`config.mk`:
```
export PLATFORM = sky130hd
export DESIGN_NAME = playfield_renderer_flat
export DESIGN_NICKNAME = d
export VERILOG_FILES = /design/src/rtl/jj_render_pkg.sv /design/src/rtl/playfield_renderer_if.sv /design/src/rtl/playfield_renderer_raster.sv /design/src/rtl/playfield_renderer.sv /design/src/flat_wrapper.sv
export SDC_FILE = /design/constraint.sdc
export NUM_CORES = 1
export LEC_CHECK = 0
export BUFFER_PORTS_ARGS = -buffer_cell sky130_fd_sc_hd__buf_2
export CAP_MARGIN = 30
export CORE_ASPECT_RATIO = 1.5
export CORE_MARGIN = 8
export CORE_UTILIZATION = 40
export CTS_CLUSTER_DIAMETER = 60
export DETAILED_ROUTE_END_ITERATION = 16
export PLACE_DENSITY = 0.7
export REMOVE_ABC_BUFFERS = 1
export SLEW_MARGIN = 20
export SYNTH_ARGS = -nofsm -noshare
export SYNTH_HDL_FRONTEND = slang
export SYNTH_SLANG_ARGS = --single-unit
```
`constraint.sdc`:
```
create_clock -name clk -period 6.4 [get_ports clk]
set_clock_uncertainty 0.15 [all_clocks]
set_input_delay 0.64 -clock clk [delete_from_list [all_inputs] [get_ports clk]]
set_output_delay 0.64 -clock clk [all_outputs]
set_load 0.01 [all_outputs]
```
`src/rtl/jj_render_pkg.sv`:
```
// Shared encodings and default geometry for the playfield renderer.
// Imported by the renderer top and its raster counters.
package jj_render_pkg;

    typedef enum logic [1:0] {
        IDLE   = 2'd0,
        FIELD  = 2'd1,
        SPRITE = 2'd2,
        DONE   = 2'd3
    } state_t;

    localparam int DEF_FIELD_W  = 120;
    localparam int DEF_FIELD_H  = 100;
    localparam int DEF_X_OFF    = 20;
    localparam int DEF_Y_OFF    = 10;
    localparam int DEF_SPRITE_W = 4;
    localparam int DEF_SPRITE_H = 6;

    function automatic int cw(input int n);
        return (n > 1) ? $clog2(n) : 1;
    endfunction

endpackage

```
`src/rtl/playfield_renderer_if.sv`:
```
// Field-memory read port and pixel output bundle of the renderer.
// master = renderer side, slave = memory / VGA adapter side.
interface playfield_renderer_if #(
    parameter int ADDR_W   = 14,
    parameter int XW       = 8,
    parameter int YW       = 8,
    parameter int COLOUR_W = 3
);
    logic [ADDR_W-1:0]   mem_addr;
    logic                mem_rd;
    logic                mem_data;
    logic [XW-1:0]       x;
    logic [YW-1:0]       y;
    logic [COLOUR_W-1:0] colour;
    logic                plot;

    modport master (
        output mem_addr, mem_rd, x, y, colour, plot,
        input  mem_data
    );

    modport slave (
        input  mem_addr, mem_rd, x, y, colour, plot,
        output mem_data
    );
endinterface

```
`src/rtl/playfield_renderer_raster.sv`:
```
// Column-major col/row counter with enable, clear and a last flag.
// Wraps to (0,0) after the last position.
module raster_counter
    import jj_render_pkg::*;
#(
    parameter int WIDTH  = 4,
    parameter int HEIGHT = 3,
    parameter int CW     = cw(WIDTH),
    parameter int RW     = cw(HEIGHT)
) (
    input  logic          clk,
    input  logic          reset,
    input  logic          en,
    input  logic          clr,
    output logic [CW-1:0] col,
    output logic [RW-1:0] row,
    output logic          last
);
    localparam logic [CW-1:0] CMAX = CW'(WIDTH - 1);
    localparam logic [RW-1:0] RMAX = RW'(HEIGHT - 1);

    assign last = (col == CMAX) && (row == RMAX);

    always_ff @(posedge clk or posedge reset) begin
        if (reset) begin
            col <= '0;
            row <= '0;
        end else if (clr) begin
            col <= '0;
            row <= '0;
        end else if (en) begin
            if (row == RMAX) begin
                row <= '0;
                col <= (col == CMAX) ? '0 : col + 1'b1;
            end else begin
                row <= row + 1'b1;
            end
        end
    end
endmodule

```
`src/rtl/playfield_renderer.sv`:
```
// Scans the 1-bit playfield through a 1-cycle-latency read port, then
// overlays a clipped rectangular sprite, one pixel per cycle.
module playfield_renderer
    import jj_render_pkg::*;
#(
    parameter int FIELD_W  = DEF_FIELD_W,
    parameter int FIELD_H  = DEF_FIELD_H,
    parameter int X_OFF    = DEF_X_OFF,
    parameter int Y_OFF    = DEF_Y_OFF,
    parameter int SPRITE_W = DEF_SPRITE_W,
    parameter int SPRITE_H = DEF_SPRITE_H,
    parameter int XW       = 8,
    parameter int YW       = 8,
    parameter int COLOUR_W = 3,
    parameter int DRAW_BG  = 1,
    parameter int ADDR_W   = $clog2(FIELD_W * FIELD_H)
) (
    input  logic                clk,
    input  logic                reset,
    input  logic                start,
    input  logic                abort,
    input  logic [XW-1:0]       sprite_x,
    input  logic [YW-1:0]       sprite_y,
    input  logic [COLOUR_W-1:0] fg_colour,
    input  logic [COLOUR_W-1:0] bg_colour,
    input  logic [COLOUR_W-1:0] sprite_colour,
    playfield_renderer_if.master bus,
    output logic                busy,
    output logic                done
);
    localparam int FCW = cw(FIELD_W);
    localparam int FRW = cw(FIELD_H);
    localparam int SCW = cw(SPRITE_W);
    localparam int SRW = cw(SPRITE_H);
    localparam logic [XW:0] FW_L = (XW + 1)'(FIELD_W);
    localparam logic [YW:0] FH_L = (YW + 1)'(FIELD_H);
    localparam logic        BG_ON = (DRAW_BG != 0);

    state_t state_q, state_d;
    logic   fld_en, spr_en, clr, ld;
    logic   fld_last, spr_last, spr_end_q;

    logic [FCW-1:0] fcol;
    logic [FRW-1:0] frow;
    logic [SCW-1:0] si;
    logic [SRW-1:0] sj;

    logic [ADDR_W-1:0]   addr_q;
    logic [XW-1:0]       sx_q, px_x;
    logic [YW-1:0]       sy_q, px_y;
    logic [COLOUR_W-1:0] sc_q;
    logic                fv_q, sv_q, sin_q;

    logic [XW:0] sx_sum;
    logic [YW:0] sy_sum;
    logic        spr_in;

    raster_counter #(.WIDTH(FIELD_W), .HEIGHT(FIELD_H)) u_field (
        .clk(clk), .reset(reset), .en(fld_en), .clr(clr),
        .col(fcol), .row(frow), .last(fld_last)
    );

    raster_counter #(.WIDTH(SPRITE_W), .HEIGHT(SPRITE_H)) u_sprite (
        .clk(clk), .reset(reset), .en(spr_en), .clr(clr),
        .col(si), .row(sj), .last(spr_last)
    );

    // SPRITE holds one extra cycle so the last sprite pixel drains
    always_comb begin
        state_d = state_q;
        fld_en  = 1'b0;
        spr_en  = 1'b0;
        unique case (state_q)
            IDLE:   if (start) state_d = FIELD;
            FIELD: begin
                fld_en = 1'b1;
                if (fld_last) state_d = SPRITE;
            end
            SPRITE: begin
                if (spr_end_q) state_d = DONE;
                else           spr_en  = 1'b1;
            end
            DONE:   state_d = IDLE;
        endcase
        if (abort) begin
            state_d = IDLE;
            fld_en  = 1'b0;
            spr_en  = 1'b0;
        end
    end

    assign ld  = (state_q == IDLE) && start && !abort;
    assign clr = (state_q == IDLE) || abort;

    always_ff @(posedge clk or posedge reset) begin
        if (reset) state_q <= IDLE;
        else       state_q <= state_d;
    end

    // Widened sums so an off-field sprite never wraps back in bounds
    assign sx_sum = {1'b0, sx_q} + (XW + 1)'(si);
    assign sy_sum = {1'b0, sy_q} + (YW + 1)'(sj);
    assign spr_in = (sx_sum < FW_L) && (sy_sum < FH_L);

    always_ff @(posedge clk or posedge reset) begin
        if (reset) begin
            addr_q    <= '0;
            spr_end_q <= 1'b0;
            sx_q      <= '0;
            sy_q      <= '0;
            sc_q      <= '0;
            px_x      <= '0;
            px_y      <= '0;
            fv_q      <= 1'b0;
            sv_q      <= 1'b0;
            sin_q     <= 1'b0;
        end else begin
            if (ld) begin
                sx_q <= sprite_x;
                sy_q <= sprite_y;
                sc_q <= sprite_colour;
            end
            if (clr)         addr_q <= '0;
            else if (fld_en) addr_q <= fld_last ? '0 : addr_q + 1'b1;
            spr_end_q <= spr_en && spr_last;
            fv_q      <= fld_en;
            sv_q      <= spr_en;
            sin_q     <= spr_in;
            if (fld_en) begin
                px_x <= XW'(X_OFF) + XW'(fcol);
                px_y <= YW'(Y_OFF) + YW'(frow);
            end else if (spr_en) begin
                px_x <= XW'(X_OFF) + sx_q + XW'(si);
                px_y <= YW'(Y_OFF) + sy_q + YW'(sj);
            end
        end
    end

    assign bus.mem_addr = addr_q;
    assign bus.mem_rd   = (state_q == FIELD);
    assign bus.x        = px_x;
    assign bus.y        = px_y;
    assign bus.colour   = fv_q ? (bus.mem_data ? fg_colour : bg_colour)
                        : (sv_q ? sc_q : '0);
    assign bus.plot     = (fv_q && (bus.mem_data || BG_ON)) || (sv_q && sin_q);

    assign busy = (state_q != IDLE);
    assign done = (state_q == DONE);
endmodule

```
`src/flat_wrapper.sv`:
```
// flat-port wrapper written by rule: the top's interface ports become plain ports
module playfield_renderer_flat import jj_render_pkg::*;
#(
    parameter int FIELD_W  = DEF_FIELD_W,
    parameter int FIELD_H  = DEF_FIELD_H,
    parameter int X_OFF    = DEF_X_OFF,
    parameter int Y_OFF    = DEF_Y_OFF,
    parameter int SPRITE_W = DEF_SPRITE_W,
    parameter int SPRITE_H = DEF_SPRITE_H,
    parameter int XW       = 8,
    parameter int YW       = 8,
    parameter int COLOUR_W = 3,
    parameter int DRAW_BG  = 1,
    parameter int ADDR_W   = $clog2(FIELD_W * FIELD_H)
)
  (clk, reset, start, abort, sprite_x, sprite_y, fg_colour, bg_colour, sprite_colour, busy, done, bus_mem_addr, bus_mem_rd, bus_x, bus_y, bus_colour, bus_plot, bus_mem_data);
  playfield_renderer_if #(.ADDR_W(ADDR_W), .XW(XW), .YW(YW), .COLOUR_W(COLOUR_W)) bus_i ();
  input  logic clk;
  input  logic reset;
  input  logic start;
  input  logic abort;
  input  logic [XW-1:0] sprite_x;
  input  logic [YW-1:0] sprite_y;
  input  logic [COLOUR_W-1:0] fg_colour;
  input  logic [COLOUR_W-1:0] bg_colour;
  input  logic [COLOUR_W-1:0] sprite_colour;
  output logic busy;
  output logic done;
  output wire logic [$bits(bus_i.mem_addr)-1:0] bus_mem_addr;
  output wire logic [$bits(bus_i.mem_rd)-1:0] bus_mem_rd;
  output wire logic [$bits(bus_i.x)-1:0] bus_x;
  output wire logic [$bits(bus_i.y)-1:0] bus_y;
  output wire logic [$bits(bus_i.colour)-1:0] bus_colour;
  output wire logic [$bits(bus_i.plot)-1:0] bus_plot;
  input wire logic [$bits(bus_i.mem_data)-1:0] bus_mem_data;
  assign bus_mem_addr = bus_i.mem_addr;
  assign bus_mem_rd = bus_i.mem_rd;
  assign bus_x = bus_i.x;
  assign bus_y = bus_i.y;
  assign bus_colour = bus_i.colour;
  assign bus_plot = bus_i.plot;
  assign bus_i.mem_data = bus_mem_data;
  playfield_renderer #(.FIELD_W(FIELD_W), .FIELD_H(FIELD_H), .X_OFF(X_OFF), .Y_OFF(Y_OFF), .SPRITE_W(SPRITE_W), .SPRITE_H(SPRITE_H), .XW(XW), .YW(YW), .COLOUR_W(COLOUR_W), .DRAW_BG(DRAW_BG), .ADDR_W(ADDR_W)) u_core (.clk(clk), .reset(reset), .start(start), .abort(abort), .sprite_x(sprite_x), .sprite_y(sprite_y), .fg_colour(fg_colour), .bg_colour(bg_colour), .sprite_colour(sprite_colour), .bus(bus_i), .busy(busy), .done(done));
endmodule
```
# Yosys cells after proc, flatten, opt, wreduce, memory -nomap -nowiden
# Cells that the tools add are included.
[totals]
reg_bits = 74
latch_bits = 0
mem_bits_rw = 0
mem_bits_ro = 0
in_bits = 30
n_memories = 0
[classes]
addsub = 13
mul = 0
div = 0
magnitude_cmp = 2
n_eq_ne = 10
shifts = 0
n_mux = 34
bitwise_logic = 0
reduce_logical = 20
[op_table]
columns = ["op", "n"]
rows = [
  ["7-bit two-way mux", 7],
  ["14-bit two-way mux", 3],
  ["8-bit two-way mux", 4],
  ["9-bit by 7-bit less-than comparator with 1-bit output, second input constant", 2],
  ["3-bit two-way mux", 6],
  ["2-bit two-way mux", 8],
  ["14-bit by 1-bit adder with 14-bit output, second input constant", 1],
  ["7-bit by 1-bit adder with 7-bit output, second input constant", 2],
  ["7-bit == test, second input constant", 2],
  ["2-bit nonzero test", 6],
  ["8-bit by 2-bit adder with 9-bit output", 1],
  ["8-bit by 3-bit adder with 9-bit output", 1],
  ["4-bit by 7-bit adder with 8-bit output, first input constant", 1],
  ["4-bit by 8-bit adder with 8-bit output, first input constant", 1],
  ["5-bit by 7-bit adder with 8-bit output, first input constant", 1],
  ["5-bit by 8-bit adder with 8-bit output, first input constant", 1],
  ["8-bit by 2-bit adder with 8-bit output", 1],
  ["8-bit by 3-bit adder with 8-bit output", 1],
  ["2-bit one-hot mux with 4 select lines", 1],
  ["1-bit logical AND", 7],
  ["2-bit == test, second input constant", 3],
  ["3-bit by 2-bit inequality test with 1-bit output, second input constant", 2],
  ["1-bit two-way mux", 5],
  ["2-bit AND reduction", 2],
  ["other kinds (9)", 10],
]

# Logic depth before layout (Yosys ltp)
# Gate-level depths: netlist of run 1.
[logic_depth]
ltp_word = 5
depth_mapped = 11

# Modules after synthesis
# Synthesis of run 1 repeated with hierarchy kept, for this count alone.
[unflattened]
hier_cells = 455
area_unflattened_um2 = 4426.7
[by_module_without_submodules]
columns = ["mod", "instances", "cells_each", "area_per_inst_um2", "seq_area_each_um2"]
rows = [
  ["playfield_renderer", 1, 345, 3340.7, 1376.3],
  ["raster_counter at u_core.u_field", 1, 87, 810.8, 350.3],
  ["raster_counter at u_core.u_sprite", 1, 23, 275.3, 125.1],
]

# Worst setup path after synthesis of run 1
# OpenSTA, ideal clock, no wires.
[synth_timing]
kind = "reg-to-reg"
start = "register u_core.u_sprite.row[1]"
end = "register u_core.px_y[7], in the netlist u_core.bus.y[7]"
setup_time_ns = 0.087
arrival_time_ns = 2.029
t_required_ns = 6.163
slack_ns = 4.135
path_stages_with_launch = 12
period_less_slack_ns = 2.265
path_cell_list = "dfrtp_1 > inv_1 > ha_1 > inv_1 > ha_1 > inv_1 > fa_1 > nor2b_1 > o21a_1 > o211ai_1 > xor2_1 > o211ai_1"
[synth_via]
elab_chain_len = 3
[synth_lines]
columns = ["element", "line_no", "rtl"]
rows = [
  ["start: declaration", "playfield_renderer_raster.sv:16", "output logic [RW-1:0] row,"],
  ["start signal: assignment", "playfield_renderer_raster.sv:36", "row <= row + 1'b1;"],
  ["8-bit by 3-bit adder with 8-bit output", "playfield_renderer.sv:134", "px_y <= YW'(Y_OFF) + sy_q + YW'(sj);"],
  ["8-bit two-way mux", "playfield_renderer.sv:132", "end else if (spr_en) begin"],
  ["8-bit two-way mux", "playfield_renderer.sv:129", "if (fld_en) begin"],
  ["end signal: assignment", "playfield_renderer.sv:131", "px_y <= YW'(Y_OFF) + YW'(frow);"],
  ["end signal: assignment", "playfield_renderer.sv:134", ""],
  ["end: declaration", "playfield_renderer.sv:50", "logic [YW-1:0] sy_q, px_y;"],
]
# Every way passes these cells. The select of a mux whose other input is x is not followed.
# A chain may end at the register's enable or synchronous reset.

# Worst setup path in the final report of run 1
[layout_timing]
start = "register u_core.state_q[1]"
end = "register u_core.addr_q[8], in the netlist u_core.bus.mem_addr[8]"
[layout_via]
elab_chain_len = 4
elab_cells_between_ends = 7
classes_between = "1 x eq/ne; 3 x mux; 3 x reduce/logical"
[layout_lines]
columns = ["element", "line_no", "rtl"]
rows = [
  ["start: declaration", "playfield_renderer.sv:39", "state_t state_q, state_d;"],
  ["start signal: assignment", "playfield_renderer.sv:97", "else state_q <= state_d;"],
  ["2-bit by 1-bit == test with 1-bit output", "playfield_renderer.sv:73", "unique case (state_q)"],
  ["1-bit two-way mux", "playfield_renderer.sv:73", ""],
  ["1-bit two-way mux", "playfield_renderer.sv:85", "if (abort) begin"],
  ["2-bit nonzero test (no line)", "--", ""],
  ["end signal: assignment", "playfield_renderer.sv:124", "else if (fld_en) addr_q <= fld_last ? '0 : addr_q + 1'b1;"],
  ["end: declaration", "playfield_renderer.sv:48", "logic [ADDR_W-1:0] addr_q;"],
]
# Several ways; a longest one is shown, not always the timed one.

==> metrics, run 1 <==
outcome=completed; Clock Path Buffers=2; endpoint of the worst-slack reg-to-reg timing path=u_core.bus.mem_addr[8]; reg2reg setup slack=3.70 ns; maximum vdd drop=around 0.17 mV; netlist area before placement=between 4000 and 5000 um2; core region area=roughly 10000 um2; data arrival time at the worst-slack endpoint=2.79 ns; most area-hungry cell type in the Yosys netlist=sky130_fd_sc_hd__dfrtp_1; maximum number of pins on one net before global-route repair=75; final estimated routing congestion in global placement=approximately 0.86; syn avg cell area=9.62 um2; share of layout cells above drive strength 1=a little over a fifth; vias per cell=about 5.3; synthesized instance count=between 400 and 500; Setup TNS Final=0 ns; Relative slew margins=approximately two fifths; Maximum Capacitance Violations=0; GRT Util Overall=between 10% and 20%; HPWL Detailed=around 7.7 mm; Reg-to-Reg Start=u_core.state_q[1]; number of setup buffers added after CTS=0; asr flop ratio synth=between 90% and 100%; Max Slew Vio Count=0; clock transition at the register clock pins on the worst setup and hold paths after CTS=~0.060 ns; buffering stage count on the worst path with inverters included=1; power after layout=1.93 mW; final WL=about 10 mm; CTS root buf=sky130_fd_sc_hd__clkbuf_16; post-detailed-route DRC marker count=0; antenna violations before repair=0; GR Overflow Total=0; number of sinks on the clock net=74; leading register cell type out of synthesis=sky130_fd_sc_hd__dfrtp_1; layout-stage area growth over the synthesis result=18.2%; Placement Rows=46; data required time of the critical path=6.50 ns; Vias=approximately 3500; depth of the most critical reg-to-reg path=6; min cycle time layout=around 2.7 ns; path class of the lowest-slack min-delay path=primary input to async pin; most repeated cell in the gate-level netlist after synthesis=sky130_fd_sc_hd__dfrtp_1; Worst Path Max Fanout=22; count of final setup violators=0; class of the most critical setup path=flop to flop; element type at the critical path end=flop; Routed WL per cell=approximately 16 um; number of H-tree levels=3; crit-path leading delay family=simple AND/OR/NAND/NOR gates; cell with the largest stage delay on the worst path=sky130_fd_sc_hd__or3_1; first-pass GRT wire length=17.1 mm; highest clock rate=roughly 370 MHz; RSZ-0062 raised after global routing=no; width of the die=about 100 um; number of nets in the final layout=approximately 560; count of antenna diodes in the layout=0; IO Port Bufs=66; antenna-violating nets left=0; number of buffers created by CTS=9; starting density of the core=40.8%; crit-path cells=inv_1, ha_1, nand2b_1, or3_1, or3_1, o21ai_0; ratio of final minimum period to clock period=around 42%; count of yosys warnings during synthesis=0; number of global-route vias before repair=roughly 3600; cell leakage power=~2.4 nW; number of synthesized flops with an enable pin=0; Power Density=roughly 380 nW/um2; count of different cell masters after synthesis=51; number of violations reported at the end of detailed-routing iteration 0=about 130; Hold Violations, Final=0; Critical Path Start Type=flop; transition at the pin with the smallest max-transition slack=approximately 0.9 ns; number of top-level pins=between 60 and 70; Die Height=approximately 140 um; clock tree from TritonCTS=done; number of gates resized after CTS=0; count of hold-fix buffers inserted at cts=0; most repeated library cell on the critical path=sky130_fd_sc_hd__or3_1; clk_lat worst skew=around 0.34 ns; post-synthesis register bit count=74; sequential area share after synthesis=43.4%; slowest cell delay on critical path=around 0.65 ns; Initial DRT Pass Iterations=4; post-synth top area share=~43%; largest cells by area after synthesis=sky130_fd_sc_hd__dfrtp_1, sky130_fd_sc_hd__ha_1, sky130_fd_sc_hd__mux2_2, sky130_fd_sc_hd__a21oi_1, sky130_fd_sc_hd__xor2_1; die area=14300 um2; most numerous cell types in the synthesized netlist=sky130_fd_sc_hd__dfrtp_1, sky130_fd_sc_hd__nand2_1, sky130_fd_sc_hd__nor2_1, sky130_fd_sc_hd__a21oi_1, sky130_fd_sc_hd__o21ai_0
## metal layers
metal | global-route usage, % | up-vias | wire length [um]
met3 | 3.87 | 25 | 433
met2 | 25.5 | 86 | 5210
met1 | 16.9 | 1698 | 4160
met4 | 8.96 | 0 | 369
met5 | 0 | - | 0
li1 | - | 1688 | -
## state kept, by name, indices dropped and copies added, names as in the netlist
name                 cells
u_core.sy_q              8
u_core.sc_q              3
u_core.bus.x             8
u_core.bus.mem_addr     14
u_core.u_field.row       7
u_core.sin_q             1
u_core.u_sprite.row      3
u_core.state_q           2
u_core.sv_q              1
u_core.sx_q              8
u_core.u_sprite.col      2
u_core.u_field.col       7
u_core.spr_end_q         1
u_core.bus.y             8
u_core.fv_q              1
## cell families after synthesis
| logic type | Yosys count | synth area share, % |
|---|---|---|
| muxes | 28 | 7.21 |
| xor gates and xnor gates | 25 | 5.13 |
| DFF | 74 | 43.4 |
| and+or+nand+nor | 145 | 17.5 |
| AOI/OAI and AO/OA | 102 | 14.6 |
| buffers and inverters | 45 | 4.34 |
| adders and majority gates | 25 | 7.85 |
## worst max path at each step
stage / depth (start not counted) / to / start
after global routing: 6 / u_core.bus.mem_addr[8] / u_core.state_q[1]
after floorplan: 1 / u_core.bus.mem_addr[0] / reset
after detailed placement: 6 / u_core.bus.mem_addr[8] / u_core.state_q[1]
final: 6 / u_core.bus.mem_addr[8] / u_core.state_q[1]
after CTS: 6 / u_core.bus.mem_addr[8] / u_core.state_q[1]
after global placement: 5 / u_core.bus.mem_addr[12] / abort
## report_power, final
group	total [mW]	switching [mW]	internal, mW
clock network	0.506	0.183	0.323
logic	0.690	0.379	0.310
registers	0.734	0.136	0.598
total	1.93	0.698	1.23
## worst register-to-register path, delay by kind of cell, from the launching register on
kind	cells	cell delay, ns
simple gates	3	1.52
flops	1	0.41
fa+ha+maj	1	0.36
buf+inv	1	0.09
compound gates	1	0.09
## cell usage in the layout (no fill, tap or decap), types with 7 or more instances in the layout
cell / Yosys / final
sky130_fd_sc_hd__a21oi_1: 31 / 31
sky130_fd_sc_hd__a31oi_1: 7 / 7
sky130_fd_sc_hd__buf_2: 4 / 66
sky130_fd_sc_hd__clkbuf_16: 0 / 9
sky130_fd_sc_hd__dfrtp_1: 74 / 74
sky130_fd_sc_hd__ha_1: 22 / 22
sky130_fd_sc_hd__inv_1: 27 / 26
sky130_fd_sc_hd__mux2_2: 22 / 22
sky130_fd_sc_hd__nand2_1: 35 / 35
sky130_fd_sc_hd__nand3_1: 15 / 15
sky130_fd_sc_hd__nand4_1: 7 / 7
sky130_fd_sc_hd__nor2_1: 34 / 34
sky130_fd_sc_hd__nor3_1: 10 / 10
sky130_fd_sc_hd__o21ai_0: 29 / 29
sky130_fd_sc_hd__or3_1: 8 / 8
sky130_fd_sc_hd__xnor2_1: 8 / 8
sky130_fd_sc_hd__xor2_1: 17 / 17
## metrics by stage
stage	setup slack [ns]	hold WS, ns	util, %	std cells	cell area (um2)
floorplan	3.73	0.329	-	426	4190
finish	3.70	0.179	48.2	656	5050
global placement	3.82	0.324	45.0	638	4710
detailed placement	3.73	0.348	45.0	638	4710
CTS	3.71	0.369	47.9	654	5010
global route	3.53	0.200	48.2	656	5050
## final cells by class
type	count	area [um2]
fillers	1029	5420
clock buffers	14	264
flip-flops and latches	74	1850
clock inverters	2	35.0
well taps	144	180
inverters	27	101
repair buffers	70	384
multi-input cells	325	2230
Note: power is estimated with default switching activity, not from simulation.
==> run 2: changes to the inputs <==
- clock period: 6.4 -> 2.78 ns (I/O delays scaled with it)
==> run 2 against run 1 <==
Highest routed layer unchanged. Design area is 0.72% higher. Setup slack worse by 3.4 ns. Sequential cell count did not move. Routed wire length rose by 2.8%. Final cell count increased by 0.91%. Critical endpoint is now u_core.bus.y[7]. Core utilization increased by 0.35 points. Sequential share of layout area down 0.26 points. Global-route usage is 0.18 points higher.
==> metrics, run 2 (synthesis gave the netlist of run 1 again) <==
count of final setup violators=0 (unchanged); commonest non-fill, non-tap cell in the layout=sky130_fd_sc_hd__dfrtp_1; core region area=10500 um2 (unchanged); number of sinks on the clock net=74 (unchanged); routed length on met1=4.30 mm (+3.3%); antenna violations before repair=0 (unchanged); data arrival time at the worst-slack endpoint=2.59 ns (-0.20 ns); clk_lat worst skew=0.34 ns (about the same); crit-path cells=inv_1, ha_1, inv_1, ha_1, inv_1, fa_1, nor2b_1, o21a_1, o211ai_1, xor2_1, o211ai_1; maximum vdd drop=0.410 mV (+140%); design area=5090 um2 (+0.72%); RSZ-0062 raised after global routing=no; number of H-tree levels=3 (unchanged); Max Slew Vio Count=0 (unchanged); count of antenna diodes in the layout=0 (unchanged); Placed Cells=645 (+1.1%); die area=14300 um2 (unchanged); Relative slew margins=60.9% (+22 points); wire length on met3=421 um (-2.8%); Setup TNS Final=0 ns (unchanged); Final Non-Filler Cells=662 (+0.91%); wire length on met2=5.53 mm (+6.3%); clock tree from TritonCTS=done; slowest cell delay on critical path=0.42 ns (-0.23 ns); highest clock rate=401 MHz (+8.2%); number of gates resized after CTS=0 (unchanged); Placement Rows=46 (unchanged); final WL=10.5 mm (+2.8%); vias per cell=5.27 (-1.1%); number of violations reported at the end of detailed-routing iteration 0=132 (+3.9%); maximum number of pins on one net before global-route repair=45 (-40%); cell with the largest stage delay on the worst path=sky130_fd_sc_hd__dfrtp_1; most repeated library cell on the critical path=sky130_fd_sc_hd__inv_1; width of the die=100 um (unchanged); class of the most critical setup path=flop to flop; clock transition at the register clock pins on the worst setup and hold paths after CTS=0.05 ns (about the same); HPWL Detailed=7.82 mm (+1.5%); IO Port Bufs=66 (unchanged); cell leakage power=2.38 nW (+0.98%); first-pass GRT wire length=17.5 mm (+2.3%); number of global-route vias before repair=3713 (+4.5%); Power Density=881 nW/um2 (+130%); antenna-violating nets left=0 (unchanged); CTS root buf=sky130_fd_sc_hd__clkbuf_16; Top Metal Used=met4; Worst Path Max Fanout=5 (-77%); Vias=3489 (-0.23%); layout-stage area growth over the synthesis result=19.1%; outcome=completed; buffering stage count on the worst path with inverters included=3 (+2); share of layout cells above drive strength 1=22.4% (+0.71 points); min cycle time layout=2.49 ns (-0.203 ns); number of buffers created by CTS=9 (unchanged); Critical Path Start Type=flop; crit-path leading delay family=adder cells; post-detailed-route DRC marker count=0 (unchanged); Routed WL per cell=15.8 um (+1.8%); starting density of the core=40.8% (unchanged); GR Overflow Total=0 (unchanged); number of top-level pins=67 (unchanged); path class of the lowest-slack min-delay path=primary input to flop; element type at the critical path end=flop; Initial DRT Pass Iterations=4 (unchanged); transition at the pin with the smallest max-transition slack=0.581 ns (-0.323 ns); post-place instance area=4780 um2 (+1.4%); Maximum Capacitance Violations=0 (unchanged); Clock Path Buffers=2 (unchanged); number of nets in the final layout=568 (+1.1%); Hold Violations, Final=0 (unchanged); leading cell types in the layout, fill and taps excluded=sky130_fd_sc_hd__dfrtp_1, sky130_fd_sc_hd__buf_2, sky130_fd_sc_hd__nand2_1, sky130_fd_sc_hd__nor2_1, sky130_fd_sc_hd__a21oi_1; GRT Util Overall=15.4% (+0.18 points); final estimated routing congestion in global placement=0.847 (-1.8%); data required time of the critical path=2.88 ns (-3.62 ns); Die Height=143 um (unchanged); flip-flop count of the largest register after layout=14 (unchanged); ratio of final minimum period to clock period=89.7% (+48 points)
[run 2: path summary, 6_finish.rpt]
check	startpoint	end	slack, ns	depth (start not counted)
setup / recovery	u_core.u_sprite.row[1]	u_core.bus.y[7]	0.29	11
hold / removal	sprite_y[3]	u_core.sy_q[3]	0.02	2
setup reg to reg	u_core.u_sprite.row[1]	u_core.bus.y[7]	0.29	11
hold reg to reg	u_core.sc_q[2]	u_core.sc_q[2]	0.36	1
max in group asynchronous	reset	u_core.sy_q[0]	1.56	4
min in group asynchronous	reset	u_core.u_field.col[3]	0.33	3
[run 2: report_power, final]
group / leakage [nW] / internal [mW] / total (mW) / switching, mW
clock network: 0.147 / 0.744 / 1.18 / 0.439
logic: 1.28 / 0.732 / 1.62 / 0.890
registers: 0.956 / 1.38 / 1.68 / 0.302
total: 2.38 / 2.85 / 4.48 / 1.63
[run 2: per-layer routing]
metal | global-route usage (%) | vias to the layer above
met5 | 0 | -
met4 | 6.72 | 0
met3 | 3.53 | 12
met2 | 27.6 | 80
met1 | 16.7 | 1692
li1 | - | 1705
[run 2: what timing repair did]
action	4_1_cts	5_1_grt
endpoints found under the setup margin	0	0
setup buffers	0	0
hold buffers	1	0
endpoints found under the hold margin	16	0
[run 2: cell type report]
| cell class | count | area [um2] |
|---|---|---|
| clock inverter | 2 | 35.0 |
| fill | 1018 | 5390 |
| timing repair buffer | 76 | 420 |
| multi-input combinational | 325 | 2230 |
| inverter | 27 | 101 |
| clock buffer | 14 | 264 |
| tap | 144 | 180 |
| sequential | 74 | 1850 |
[run 2: worst reg2reg max path: stages (launching register included)]
cell and delay (ns):
sky130_fd_sc_hd__dfrtp_1 0.42, sky130_fd_sc_hd__inv_1 0.12, sky130_fd_sc_hd__ha_1 0.30, sky130_fd_sc_hd__inv_1 0.06
sky130_fd_sc_hd__ha_1 0.16, sky130_fd_sc_hd__inv_1 0.06, sky130_fd_sc_hd__fa_1 0.37, sky130_fd_sc_hd__nor2b_1 0.16
sky130_fd_sc_hd__o21a_1 0.17, sky130_fd_sc_hd__o211ai_1 0.10, sky130_fd_sc_hd__xor2_1 0.16, sky130_fd_sc_hd__o211ai_1 0.16
[run 2: stage by stage]
stage	worst slack (ns)	power (mW)	util (%)	hold WS [ns]
3_3_place_gp	0.430	3.26	45.6	0.140
3_5_place_dp	0.307	3.32	45.6	0.150
6_report	0.286	4.48	48.6	0.0214
4_1_cts	0.293	4.52	48.6	0.0147
5_1_grt	0.132	4.78	48.6	0.0171
2_1_floorplan	0.120	2.75	-	0.194
==> run 3: changes to the inputs <==
- CORE_MARGIN: 8 -> 4
- CORE_UTILIZATION: 40 -> 50
- PLACE_DENSITY: 0.7 -> 0.82
==> run 3 against run 2 <==
Design area shrank 1.2%. Via count grew 2.6%. Combinational power is essentially flat. Non-clock buffer count shrank 1. Maximum frequency grew 1.9%. Sequential power is essentially flat. Core utilization grew 12 points. Final cell count shrank 5.9%. Global-route usage grew 5.4 points. Register-to-register slack gained 0.05 ns. First-iteration DRC count grew to 2.8 times the previous value.
==> metrics, run 3 (synthesis gave the netlist of run 1 again) <==
Power Density=875 nW/um2 (-0.63%); GRT Util Overall=20.8% (+5.4 points); Clock Path Buffers=2 (unchanged); first-pass GRT wire length=16.9 mm (-3.4%); Vias=3581 (+2.6%); number of global-route vias before repair=3675 (-1.0%); post-detailed-route DRC marker count=0 (unchanged); reg2reg setup slack=0.33 ns (+0.05 ns); number of buffers created by CTS=9 (unchanged); data arrival time at the worst-slack endpoint=2.55 ns (-0.04 ns); number of top-level pins=67 (unchanged); transition at the pin with the smallest max-transition slack=0.605 ns (+0.0242 ns); power after layout=4.40 mW (-1.9%); met1 routing resource usage after global routing=22.6% (+5.9 points); leading cell types in the layout, fill and taps excluded=sky130_fd_sc_hd__dfrtp_1, sky130_fd_sc_hd__buf_2, sky130_fd_sc_hd__nand2_1, sky130_fd_sc_hd__nor2_1, sky130_fd_sc_hd__a21oi_1; maximum number of pins on one net before global-route repair=49 (+8.9%); die area=10100 um2 (-29%); Final Non-Filler Cells=623 (-5.9%); highest clock rate=409 MHz (+1.9%); clk_lat worst skew=0.33 ns (about the same); Placed Cells=607 (-5.9%); Maximum Capacitance Violations=0 (unchanged); class of the most critical setup path=flop to flop; commonest non-fill, non-tap cell in the layout=sky130_fd_sc_hd__dfrtp_1; HPWL Detailed=7.24 mm (-7.4%); Setup TNS Final=0 ns (unchanged); count of antenna diodes in the layout=0 (unchanged); worst hold path cell count=2 (unchanged); CTS root buf=sky130_fd_sc_hd__clkbuf_16; data required time of the critical path=2.88 ns (about the same); Worst Hold Launch=sprite_y[6]; Critical Path Start Type=flop; number of H-tree levels=3 (unchanged); Worst Path Max Fanout=5 (unchanged); cell leakage power=2.38 nW (-0.18%); IO Port Bufs=66 (unchanged); number of nets in the final layout=567 (-0.18%); global-route met3 utilization=4.69% (+1.2 points); antenna-violating nets left=0 (unchanged); antenna violations before repair=0 (unchanged); layout-stage area growth over the synthesis result=17.6%; setup slack after layout=0.332 ns (+0.0459 ns); number of violations reported at the end of detailed-routing iteration 0=366 (+180%); Die Height=121 um (-15%); number of setup buffers added after CTS=0 (unchanged); clock transition at the register clock pins on the worst setup and hold paths after CTS=0.05 ns (about the same); Routed WL per cell=16.0 um (+1.2%); RSZ-0062 raised after global routing=no; met2 track utilization from global routing=38.1% (+10 points); most utilized layer in the global route result=met2; flip-flop count of the largest register after layout=14 (unchanged); GR Overflow Total=0 (unchanged); number of sinks on the clock net=74 (unchanged); Hold Violations, Final=0 (unchanged); final estimated routing congestion in global placement=0.883 (+4.3%); maximum vdd drop=0.504 mV (+23%); path class of the lowest-slack min-delay path=primary input to flop; Reg-to-Reg Start=u_core.u_sprite.row[1]; share of layout cells above drive strength 1=22.7% (+0.28 points); width of the die=83.5 um (-17%); Max Slew Vio Count=0 (unchanged); post-place instance area=4720 um2 (-1.1%); Relative slew margins=59.6% (-1.3 points); endpoint of the worst-slack reg-to-reg timing path=u_core.bus.y[7]; Placement Rows=41 (-11%); vias per cell=5.75 (+9.1%); clock tree from TritonCTS=done; starting density of the core=51.1% (+10 points); count of final setup violators=0 (unchanged); depth of the most critical reg-to-reg path=11 (unchanged); min cycle time layout=2.45 ns (-0.0459 ns); outcome=completed; element type at the critical path end=flop; post-place setup slack=0.325 ns (+0.0175 ns); final WL=9.96 mm (-4.8%); core region area=8360 um2 (-20%); ratio of final minimum period to clock period=88.0% (-1.7 points); design area=5020 um2 (-1.2%); end point of the worst hold path=u_core.sy_q[6]; Initial DRT Pass Iterations=5 (+1)
## run 3: critical path: stages, from the launching register on
cell and delay (ns):
sky130_fd_sc_hd__dfrtp_1 0.41, sky130_fd_sc_hd__inv_1 0.11, sky130_fd_sc_hd__ha_1 0.30, sky130_fd_sc_hd__inv_1 0.06
sky130_fd_sc_hd__ha_1 0.16, sky130_fd_sc_hd__inv_1 0.05, sky130_fd_sc_hd__fa_1 0.37, sky130_fd_sc_hd__nor2b_1 0.16
sky130_fd_sc_hd__o21a_1 0.17, sky130_fd_sc_hd__o211ai_1 0.10, sky130_fd_sc_hd__xor2_1 0.16, sky130_fd_sc_hd__o211ai_1 0.16
## run 3: area by class of cell
cell class                 count  area [um2]
tap                          107         134
multi-input combinational    325        2230
timing repair buffer          75         413
inverter                      27         101
sequential                    74        1850
fill                         687        3340
clock buffer                  13         280
clock inverter                 2        10.0
## run 3: stage by stage
step | util (%) | hold WS [ns]
after floorplan | - | 0.194
after global placement | 56.5 | 0.227
after detailed placement | 56.5 | 0.234
after CTS | 60.1 | 0.0161
after global routing | 60.1 | 0.0234
final | 60.1 | 0.0248
## run 3: worst max-delay path by stage
stage	to	slack [ns]	start
CTS	u_core.bus.y[7]	0.32	u_core.u_sprite.row[1]
floorplan	u_core.bus.mem_addr[5]	0.12	u_core.state_q[1]
global placement	u_core.bus.y[7]	0.44	u_core.u_sprite.row[1]
detailed placement	u_core.bus.y[7]	0.32	u_core.u_sprite.row[1]
global route	u_core.bus.y[7]	0.13	u_core.u_sprite.row[1]
finish	u_core.bus.y[7]	0.33	u_core.u_sprite.row[1]
## run 3: where the power goes
| group | internal [mW] | switching [mW] |
|---|---|---|
| sequential | 1.38 | 0.300 |
| combinational | 0.730 | 0.886 |
| clock | 0.693 | 0.414 |
## run 3: metal layers
metal | vias up | share of wire (%)
li1 | 1704 | -
met1 | 1704 | 37
met2 | 141 | 54
met3 | 32 | 5.4
met4 | 0 | 3.0
met5 | - | 0
## run 3: repair_timing
action / CTS / global route
hold buffers: 1 / 0
resized for setup: 0 / 0
endpoints found under the hold margin: 26 / 0
